==> src/rtl/rr_lock_arbiter.sv <==
// Round-robin arbiter with locked multi-cycle grants for N requesters.
// A grant stays with its owner until the owner asserts done, drops its
// request, or has held the grant for MAX_HOLD cycles. Every release is
// followed by one idle cycle, which serves as the handover cycle for the
// shared resource.
//
// Ports:
//   clk       input   1    rising-edge clock
//   reset     input   1    asynchronous active-high reset
//   req       input   N    per-requester level request
//   done      input   N    per-requester release strobe (owner bit only)
//   grant     output  N    registered one-hot grant, zero when idle
//   grant_id  output  IDW  index of current/last owner
//   busy      output  1    high whenever a grant is active
//   timeout   output  1    one-cycle pulse after a forced release
module rr_lock_arbiter #(
  parameter int unsigned N        = 4,
  parameter int unsigned MAX_HOLD = 16,
  localparam int unsigned IDW     = (N > 1) ? $clog2(N) : 1
) (
  input  logic           clk,
  input  logic           reset,
  input  logic [N-1:0]   req,
  input  logic [N-1:0]   done,
  output logic [N-1:0]   grant,
  output logic [IDW-1:0] grant_id,
  output logic           busy,
  output logic           timeout
);

  localparam int unsigned CW = $clog2(MAX_HOLD + 1);

  typedef enum logic [0:0] {
    IDLE  = 1'b0,
    GRANT = 1'b1
  } state_t;

  state_t         state_q, state_d;
  logic [IDW-1:0] ptr_q, ptr_d;
  logic [CW-1:0]  cnt_q, cnt_d;
  logic [N-1:0]   grant_d;
  logic [IDW-1:0] id_d;
  logic           busy_d;
  logic           timeout_d;

  logic [IDW-1:0] sel;
  logic           found;
  int unsigned    idx;

  // Round-robin search: first set request at or above ptr, wrapping.
  always_comb begin
    sel   = '0;
    found = 1'b0;
    idx   = 0;
    for (int unsigned i = 0; i < N; i++) begin
      idx = (32'(ptr_q) + i) % N;
      if (!found && req[IDW'(idx)]) begin
        found = 1'b1;
        sel   = IDW'(idx);
      end
    end
  end

  // State register and registered outputs.
  always_ff @(posedge clk or posedge reset) begin
    if (reset) begin
      state_q  <= IDLE;
      ptr_q    <= '0;
      cnt_q    <= '0;
      grant    <= '0;
      grant_id <= '0;
      busy     <= 1'b0;
      timeout  <= 1'b0;
    end else begin
      state_q  <= state_d;
      ptr_q    <= ptr_d;
      cnt_q    <= cnt_d;
      grant    <= grant_d;
      grant_id <= id_d;
      busy     <= busy_d;
      timeout  <= timeout_d;
    end
  end

  // Next-state and next-output logic.
  always_comb begin
    state_d   = state_q;
    ptr_d     = ptr_q;
    cnt_d     = cnt_q;
    grant_d   = grant;
    id_d      = grant_id;
    busy_d    = busy;
    timeout_d = 1'b0;

    unique case (state_q)
      IDLE: begin
        // done is deliberately not looked at here, so it is never stored.
        if (found) begin
          grant_d = N'(1) << sel;
          id_d    = sel;
          busy_d  = 1'b1;
          cnt_d   = CW'(1);
          state_d = GRANT;
        end
      end
      GRANT: begin
        if (done[grant_id] || !req[grant_id] || (cnt_q == CW'(MAX_HOLD))) begin
          grant_d   = '0;
          busy_d    = 1'b0;
          state_d   = IDLE;
          ptr_d     = (grant_id == IDW'(N - 1)) ? '0 : grant_id + IDW'(1);
          // Forced only when neither done nor withdrawal caused the release.
          timeout_d = !done[grant_id] && req[grant_id];
        end else begin
          cnt_d = cnt_q + CW'(1);
        end
      end
      default: state_d = IDLE;
    endcase
  end

endmodule

==> config.mk <==
export PLATFORM = sky130hd
export DESIGN_NAME = rr_lock_arbiter
export DESIGN_NICKNAME = d
export VERILOG_FILES = /design/src/rtl/rr_lock_arbiter.sv
export SDC_FILE = /design/constraint.sdc
export NUM_CORES = 1
export LEC_CHECK = 0
export BUFFER_PORTS_ARGS = -buffer_cell sky130_fd_sc_hd__buf_2
export CAP_MARGIN = 20
export CELL_PAD_IN_SITES_DETAIL_PLACEMENT = 1
export CELL_PAD_IN_SITES_GLOBAL_PLACEMENT = 1
export CORE_UTILIZATION = 43
export DETAILED_ROUTE_END_ITERATION = 10
export PLACE_DENSITY = 0.85
export SYNTH_ARGS = -nofsm -noshare
export SYNTH_HDL_FRONTEND = slang
export SYNTH_SLANG_ARGS = --single-unit
==> constraint.sdc <==
create_clock -name clk -period 5.24 [get_ports clk]
set_clock_uncertainty 0.2 [all_clocks]
set_input_delay 0.524 -clock clk [delete_from_list [all_inputs] [get_ports clk]]
set_output_delay 0.524 -clock clk [all_outputs]
set_load 0.05 [all_outputs]
==> After elaboration in Yosys (flattened, before gate mapping) <==
Index checks and enable logic that the tools add are counted.
{ "totals": {"elab_cells": 74, "output_inout_bits": 8, "in_bits": 10, "reg_bits": 16} }
{ "classes": {"eq_ne": 5, "magnitude_cmp": 5, "shift": 1, "mux": 35, "n_reduce_logical": 15, "bitwise": 1, "addsub": 5} }
{ "ops": {"columns": ["operator", "count"], "rows": [
  ["1-bit two-way mux", 16],
  ["2-bit by 3-bit < comparator with 1-bit output (second input constant)", 5],
  ["1-bit binary-select mux with 2-bit select", 6],
  ["2-bit two-way mux", 5],
  ["5-bit two-way mux", 2],
  ["5-bit one-hot mux with 2 select lines", 1],
  ["4-bit two-way mux", 2],
  ["4-bit one-hot mux with 2 select lines", 1],
  ["2-bit AND reduction", 4],
  ["5-bit by 1-bit adder with 5-bit output (second input constant)", 1],
  ["5-bit == test (second input constant)", 1],
  ["1-bit zero test", 5],
  ["2-bit by 1-bit adder with 2-bit output (second input constant)", 2],
  ["2-bit adder (second input constant)", 2],
  ["1-bit logical AND", 4],
  ["2-bit != test (second input constant)", 2],
  ["1-bit one-hot mux with 2 select lines", 2],
  ["1-bit by 2-bit left shift with 4-bit output (first input constant)", 1],
  ["2-bit == test (second input constant)", 1],
  ["1-bit logical OR", 2],
  ["2-bit by 1-bit != test with 1-bit output (second input constant)", 1],
  ["1-bit inverter", 1]
]} }

==> Depth between registers and ports, before layout <==
Gate-level depths: netlist of run 1.
{ "logic_depth": {"depth_word": 15, "mapped_depth": 5, "ltp_nobuf": 5} }

==> Worst setup path after synthesis of run 1 <==
No wires, ideal clock.
{ "synth_path": {"path_kind": "reg2reg", "startpoint": "reg grant_id[1]", "endpoint": "reg ptr_q[0]", "path_slack_ns": 3.082, "setup_ns": 0.128, "required_time_ns": 4.912, "synth_period_minus_slack_ns": 2.158, "stages_incl_launch_ff": 4, "path_buffers": 0, "t_arrival_ns": 1.831, "path_cell_list": "dfrtp_1 mux4_2 a21oi_4 mux2_1"} }
{ "synth_between": {"elab_chain_cells": 6, "word_cells_on_any_way": 10, "classes_between": "eq/ne (1); mux (5); reduce/logical (4)"} }
{ "synth_rtl": {"columns": ["item", "line_no", "source"], "rows": [
  ["from (decl)", "26", "output logic [IDW-1:0] grant_id,"],
  ["from (signal assigned)", "79", "grant_id <= id_d;"],
  ["1-bit binary-select mux with 2-bit select", "107", "if (done[grant_id] || !req[grant_id] || (cnt_q == CW'(MAX_HOLD))) begin"],
  ["1-bit two-way mux (not written as such)", "107", null],
  ["1-bit zero test", "107", null],
  ["1-bit logical OR (2 in series)", "107", null],
  ["2-bit AND reduction (no line)", null, null],
  ["to (signal assigned)", "76", "ptr_q <= ptr_d;"],
  ["to (decl)", "39", "logic [IDW-1:0] ptr_q, ptr_d;"]
]} }
Several ways; a longest one is shown, not always the timed one. The select of a mux whose other input is x is not followed.
A chain may end at the register's enable or synchronous reset.

==> Worst setup path after layout of run 1 <==
{ "layout_path": {"startpoint": "reg grant_id[1]", "endpoint": "reg ptr_q[1]"} }
Same word-level chain as after synthesis.

==> results_dict.tcl, run 1 <==
set metrics [dict create \
    status "finished clean" \
    finalMaxSlewViolations 0 \
    fillers 220 \
    crit_start "grant_id[1]" \
    grt_use_total_pct 21.0 \
    dieWidth_um 47.0 \
    grt_max_degree 20 \
    cts_setup_buffers 0 \
    syn_area_sq_um 872 \
    clkTransAtPathRegs_ns 0.10 \
    fin_crit_ns 1.96 \
    gp_congestion 0.820 \
    dpl_worst_slack_ns 2.98 \
    synth.most_common_cell "dfrtp_1" \
    yosys_register_bits 16 \
    endpoint "ptr_q[1]" \
    drive_gt1_share_pct 25.2 \
    num_vias 694 \
    rsz0062_at_grt "false" \
    synth_top_area_cell "dfrtp_1" \
    drt-initial-drc-count 14 \
    ant_nets 0 \
    startpoint_type "register" \
    cts_resized 0 \
    path_max_fanout 7 \
    crit_arrival_ns 1.94 \
    critPathSlowestCell "mux4_2" \
    cts_tree "built" \
    ys_seq_area_share_pct 45.9 \
    synth_flop_cell "dfrtp_1" \
    synth-async-reset-ratio_pct 100 \
    cts_buffers 3 \
    syn_to_final_growth_pct 17.5 \
    reg2reg_depth 3 \
    fin_util_pct 56.3 \
    worstPathRequired_ns 5.22 \
    syn_inst 86 \
    clk_latency_ns 0.29 \
    cts_root_buf "clkbuf_4" \
    io-pin-count 18 \
    num_rows 15 \
    hp-class "in -> async" \
    r2r-start "grant_id[1]" \
    core_sq_um 1820 \
    hold_violations 0 \
    syn_avg_cell_area_sq_um 10.1 \
    yosysWarnings 0 \
    synth_top_cells_by_count "dfrtp_1, nand2_1, inv_1" \
    cpPeakStageDelay_ns 0.60 \
    vdd_ir_drop_max_uv 326 \
    synthesis.nets 99 \
    die_h_um 47.0 \
    cts.sinks 16 \
    fin_nets 121 \
    max_slew.worst_pin.slew_ns 0.604 \
    p_leak_nw 0.519 \
    start_util_pct 47.9 \
    drc 0 \
    wl_per_cell_um 14.9 \
    antenna_found_initial 0 \
    grt_pass1_wl_um 3070 \
    insertedDiodeCount 0 \
    cts_max_level 1 \
    cp-end-kind "register" \
    routed_wl_um 1960 \
    synth.area.top_cells "dfrtp_1, mux2i_1, nand2_1" \
    critPathKind "reg -> reg" \
    r2r-end "ptr_q[1]" \
    crit_chain "mux4_2 > a21oi_4 > mux2_1" \
    synth_cell_type_count 25 \
    tns_ns 0 \
    ctsHoldBuffers 0 \
    cts_buffer_depth 2 \
    power.density_nw_per_um2 575 \
    period_share_pct 37.4 \
    overflow 0 \
    maxCapViolCount 0 \
    reg2reg_slack_ns 3.28 \
    slew_headroom_pct 59.7 \
    dieArea_sq_um 2210 \
    fmax_ghz 0.510 \
    stdcell_area_sq_um 1020 \
    post-dp-hpwl_um 1490 \
    setup_viol_count_final 0 \
    synth-edff-count 0 \
    io_buffer_count 17 \
    routed_via_density 5.26 \
    dr.pass1.iters 4 \
    synth_top_area_share_pct 45.9 \
    worst_slack_ns 3.28 \
    dp_cells 128 \
    grt_pass1_vias 652 \
    post_dp_cell_area_sq_um 988 \
    stdcell_count 132 \
]
-- metal layers --
| layer | track usage [%] | part of all wire, % |
|---|---|---|
| met5 | 0 | 0 |
| met4 | 8.57 | 1.5 |
| met3 | 4.62 | 3.4 |
| met2 | 33.3 | 46 |
| met1 | 27.9 | 49 |
-- critical path: cells and delay by family (launching register included) --
kind / cells / cell delay, ns
mux: 2 / 0.96
flops: 1 / 0.43
compound gates: 1 / 0.27
-- state kept, by name, indices dropped and copies added (netlist names) --
signal / flops
grant: 4
cnt_q: 5
busy: 1
state_q: 1
grant_id: 2
ptr_q: 2
timeout: 1
-- placed cells by master, fill, tap and decap left out, drive strengths merged --
master,n
nand2,13
xor2,2
ha,3
mux2,2
nor2b,5
nor2,6
buf,18
o21ai,3
mux2i,6
and2,1
nand3,4
o41ai,1
a21oi,3
a311oi,1
or3,1
or2,1
o32ai,4
dfrtp,16
mux4,1
clkbuf,4
nor3,1
inv,7
nand4,1
nand2b,3
-- logic make-up (layout without fill, tap and decap cells) --
family / count (synthesis) / after routing / synth area share (%)
compound gates: 12 / 12 / 11.6
buf+inv: 8 / 29 / 3.87
simple gates: 36 / 36 / 20.2
fa+ha+maj: 3 / 3 / 4.30
flops: 16 / 16 / 45.9
xor+xnor: 2 / 2 / 2.01
mux: 9 / 9 / 12.1
-- worst min-delay path by stage --
| stage | from | to | slack [ns] | cells past startpoint |
|---|---|---|---|---|
| 2_1_floorplan | reset | busy | 0.24 | 1 |
| 3_3_place_gp | cnt_q[0] | cnt_q[0] | 0.31 | 1 |
| 3_5_place_dp | cnt_q[0] | cnt_q[0] | 0.31 | 1 |
| 4_1_cts | reset | grant[0] | 0.10 | 2 |
| 5_1_grt | reset | cnt_q[0] | 0.16 | 2 |
| 6_report | reset | cnt_q[0] | 0.08 | 2 |
-- through the flow --
stage	hold WS [ns]	power (mW)
6_report	0.0815	0.589
5_1_grt	0.157	0.624
4_1_cts	0.101	0.593
3_5_place_dp	0.313	0.507
3_3_place_gp	0.309	0.493
2_1_floorplan	0.238	0.433
-- layout make-up --
type | count | area [sq um] | area share [%]
sequential | 16 | 400 | 39.1
inverter | 7 | 26.3 | 2.56
timing repair buffer | 18 | 92.6 | 9.04
multi-input combinational | 62 | 438 | 42.7
clock buffer | 4 | 36.3 | 3.54
tap | 25 | 31.3 | 3.05
-- where the power goes --
part / internal, mW / total (mW) / leakage (nW) / switching [mW]
logic: 0.0996 / 0.296 / 0.295 / 0.197
registers: 0.167 / 0.209 / 0.202 / 0.0423
clock network: 0.0424 / 0.0841 / 0.0210 / 0.0417
total: 0.309 / 0.589 / 0.519 / 0.281
No activity file was read; power rests on OpenSTA's default activity.
==> inputs of run 2 (changes only) <==
- CORE_UTILIZATION: 43 -> 40
- PLACE_DENSITY: 0.85 -> 0.8
- clock period: 5.24 -> 1.85 ns (I/O delays scaled with it)
==> results_dict.tcl, run 2 (synthesis gave the netlist of run 1 again) <==
set metrics [dict create \
    status "finished clean" \
    cp-end-kind "register" \
    drt-initial-drc-count 12 \
    largest_reg_flops 5 \
    routed_wl_um 1970 \
    post_dp_cell_area_sq_um 1020 \
    max_slew.worst_pin.slew_ns 0.611 \
    rsz0062_at_grt "false" \
    io_buffer_count 17 \
    cts_max_level 1 \
    post-dp-hpwl_um 1490 \
    worst_slack_ns 0.0713 \
    fmax_ghz 0.562 \
    insertedDiodeCount 0 \
    final_common_cell "buf_2" \
    antenna_found_initial 0 \
    fin_nets 126 \
    crit_arrival_ns 1.75 \
    crit_chain "mux4_2 > a21oi_4 > mux2_1" \
    clk_latency_ns 0.29 \
    dieWidth_um 48.7 \
    startpoint_type "register" \
    core_sq_um 2000 \
    maxCapViolCount 0 \
    power.density_nw_per_um2 1600 \
    num_rows 16 \
    num_vias 730 \
    cpPeakStageDelay_ns 0.55 \
    slew_headroom_pct 59.2 \
    worstPathRequired_ns 1.82 \
    path_max_fanout 3 \
    ant_nets 0 \
    stdcell_area_sq_um 1060 \
    final_cell_mix "buf_2, dfrtp_1, nand2_1, inv_1" \
    critPathKind "reg -> reg" \
    gp_congestion 0.749 \
    dr.pass1.iters 4 \
    grt_max_degree 20 \
    overflow 0 \
    drc 0 \
    grt_use_total_pct 19.5 \
    top_regs "cnt_q x5, grant x4" \
    setup_viol_count_final 0 \
    clkTransAtPathRegs_ns 0.10 \
    fin_crit_ns 1.78 \
    routed_via_density 5.25 \
    io-pin-count 18 \
    hp-class "in -> reg" \
    cts_buffers 3 \
    cts_buffer_depth 2 \
    p_leak_nw 0.536 \
    crit_start "grant_id[1]" \
    period_share_pct 96.1 \
    regMostFlops "cnt_q" \
    critPathSlowestCell "mux4_2" \
    r2r-end "ptr_q[0]" \
    vdd_ir_drop_max_uv 1060 \
    syn_to_final_growth_pct 22.0 \
    wl_per_cell_um 14.2 \
    reg2reg_slack_ns 0.07 \
    dpl_worst_slack_ns 0.0334 \
    p_total_mw 1.70 \
    finalMaxSlewViolations 0 \
    grt_pass1_vias 773 \
    hold_violations 0 \
    dieArea_sq_um 2370 \
    cts_tree "built" \
    reg2reg_depth 3 \
    cts_root_buf "clkbuf_4" \
    die_h_um 48.7 \
    cts.sinks 16 \
    drive_gt1_share_pct 28.6 \
    endpoint "ptr_q[0]" \
    grt_pass1_wl_um 3440 \
    start_util_pct 43.6 \
    r2r-start "grant_id[1]" \
]
[run 2: cell count changes in the layout (fill, tap and decap cells not counted), sizes merged]
cell and delta:
buf +4, dlygate4sd3 +1
[run 2: worst min path at each step]
| stage | cells after the start | endpoint | slack (ns) | start |
|---|---|---|---|---|
| 6_report | 4 | grant[0] | 0.16 | req[3] |
| 5_1_grt | 4 | grant[0] | 0.19 | req[3] |
| 4_1_cts | 4 | grant[0] | 0.16 | req[3] |
| 3_5_place_dp | 2 | busy | 0.1 | reset |
| 3_3_place_gp | 2 | busy | 0.08 | reset |
| 2_1_floorplan | 1 | busy | -0.10 | reset |
[run 2: layer usage]
metal  GRT usage (%)  up-vias  wire (um)  share of wire (%)
met5               0        -          0                  0
met4            9.31        0         34                1.7
met3            4.40        4         83                4.2
met2            31.0       22        936                 48
met1            24.8      354        913                 46
li1                -      350          -                  -
[run 2: report_power, final]
part           switching, mW  internal [mW]
Sequential             0.105          0.474
Combinational          0.590          0.338
Clock                  0.115         0.0838
Total                  0.810          0.895
[run 2: final cells by class]
cell class	instances	area, sq um
Sequential cell	16	402
Tap cell	27	33.8
Clock buffer	4	26.3
Timing Repair Buffer	23	133
Multi-Input combinational cell	62	443
Fill cell	247	938
Inverter	7	26.3
[run 2: worst max-delay path, delay by kind of cell, from the launching register on]
family	cells	cell delay [ns]
AOI/OAI and AO/OA	1	0.19
muxes	2	0.89
DFF	1	0.38
[run 2: timing repair]
item,4_1_cts,5_1_grt
endpoints found under the setup margin,0,2
gates resized for setup,0,1
buffers inserted,0,0
hold endpoints to repair,16,0
hold buffers,1,0
[run 2: stage by stage]
stage          utilization, %  instances  setup TNS (ns)  hold slack, ns
6_report                 53.1        139               0           0.156
5_1_grt                  53.1        139               0           0.194
4_1_cts                  52.9        139               0           0.156
3_5_place_dp             51.1        134               0          0.0960
3_3_place_gp             51.1        134               0          0.0848
2_1_floorplan               -         86          -0.301          -0.101
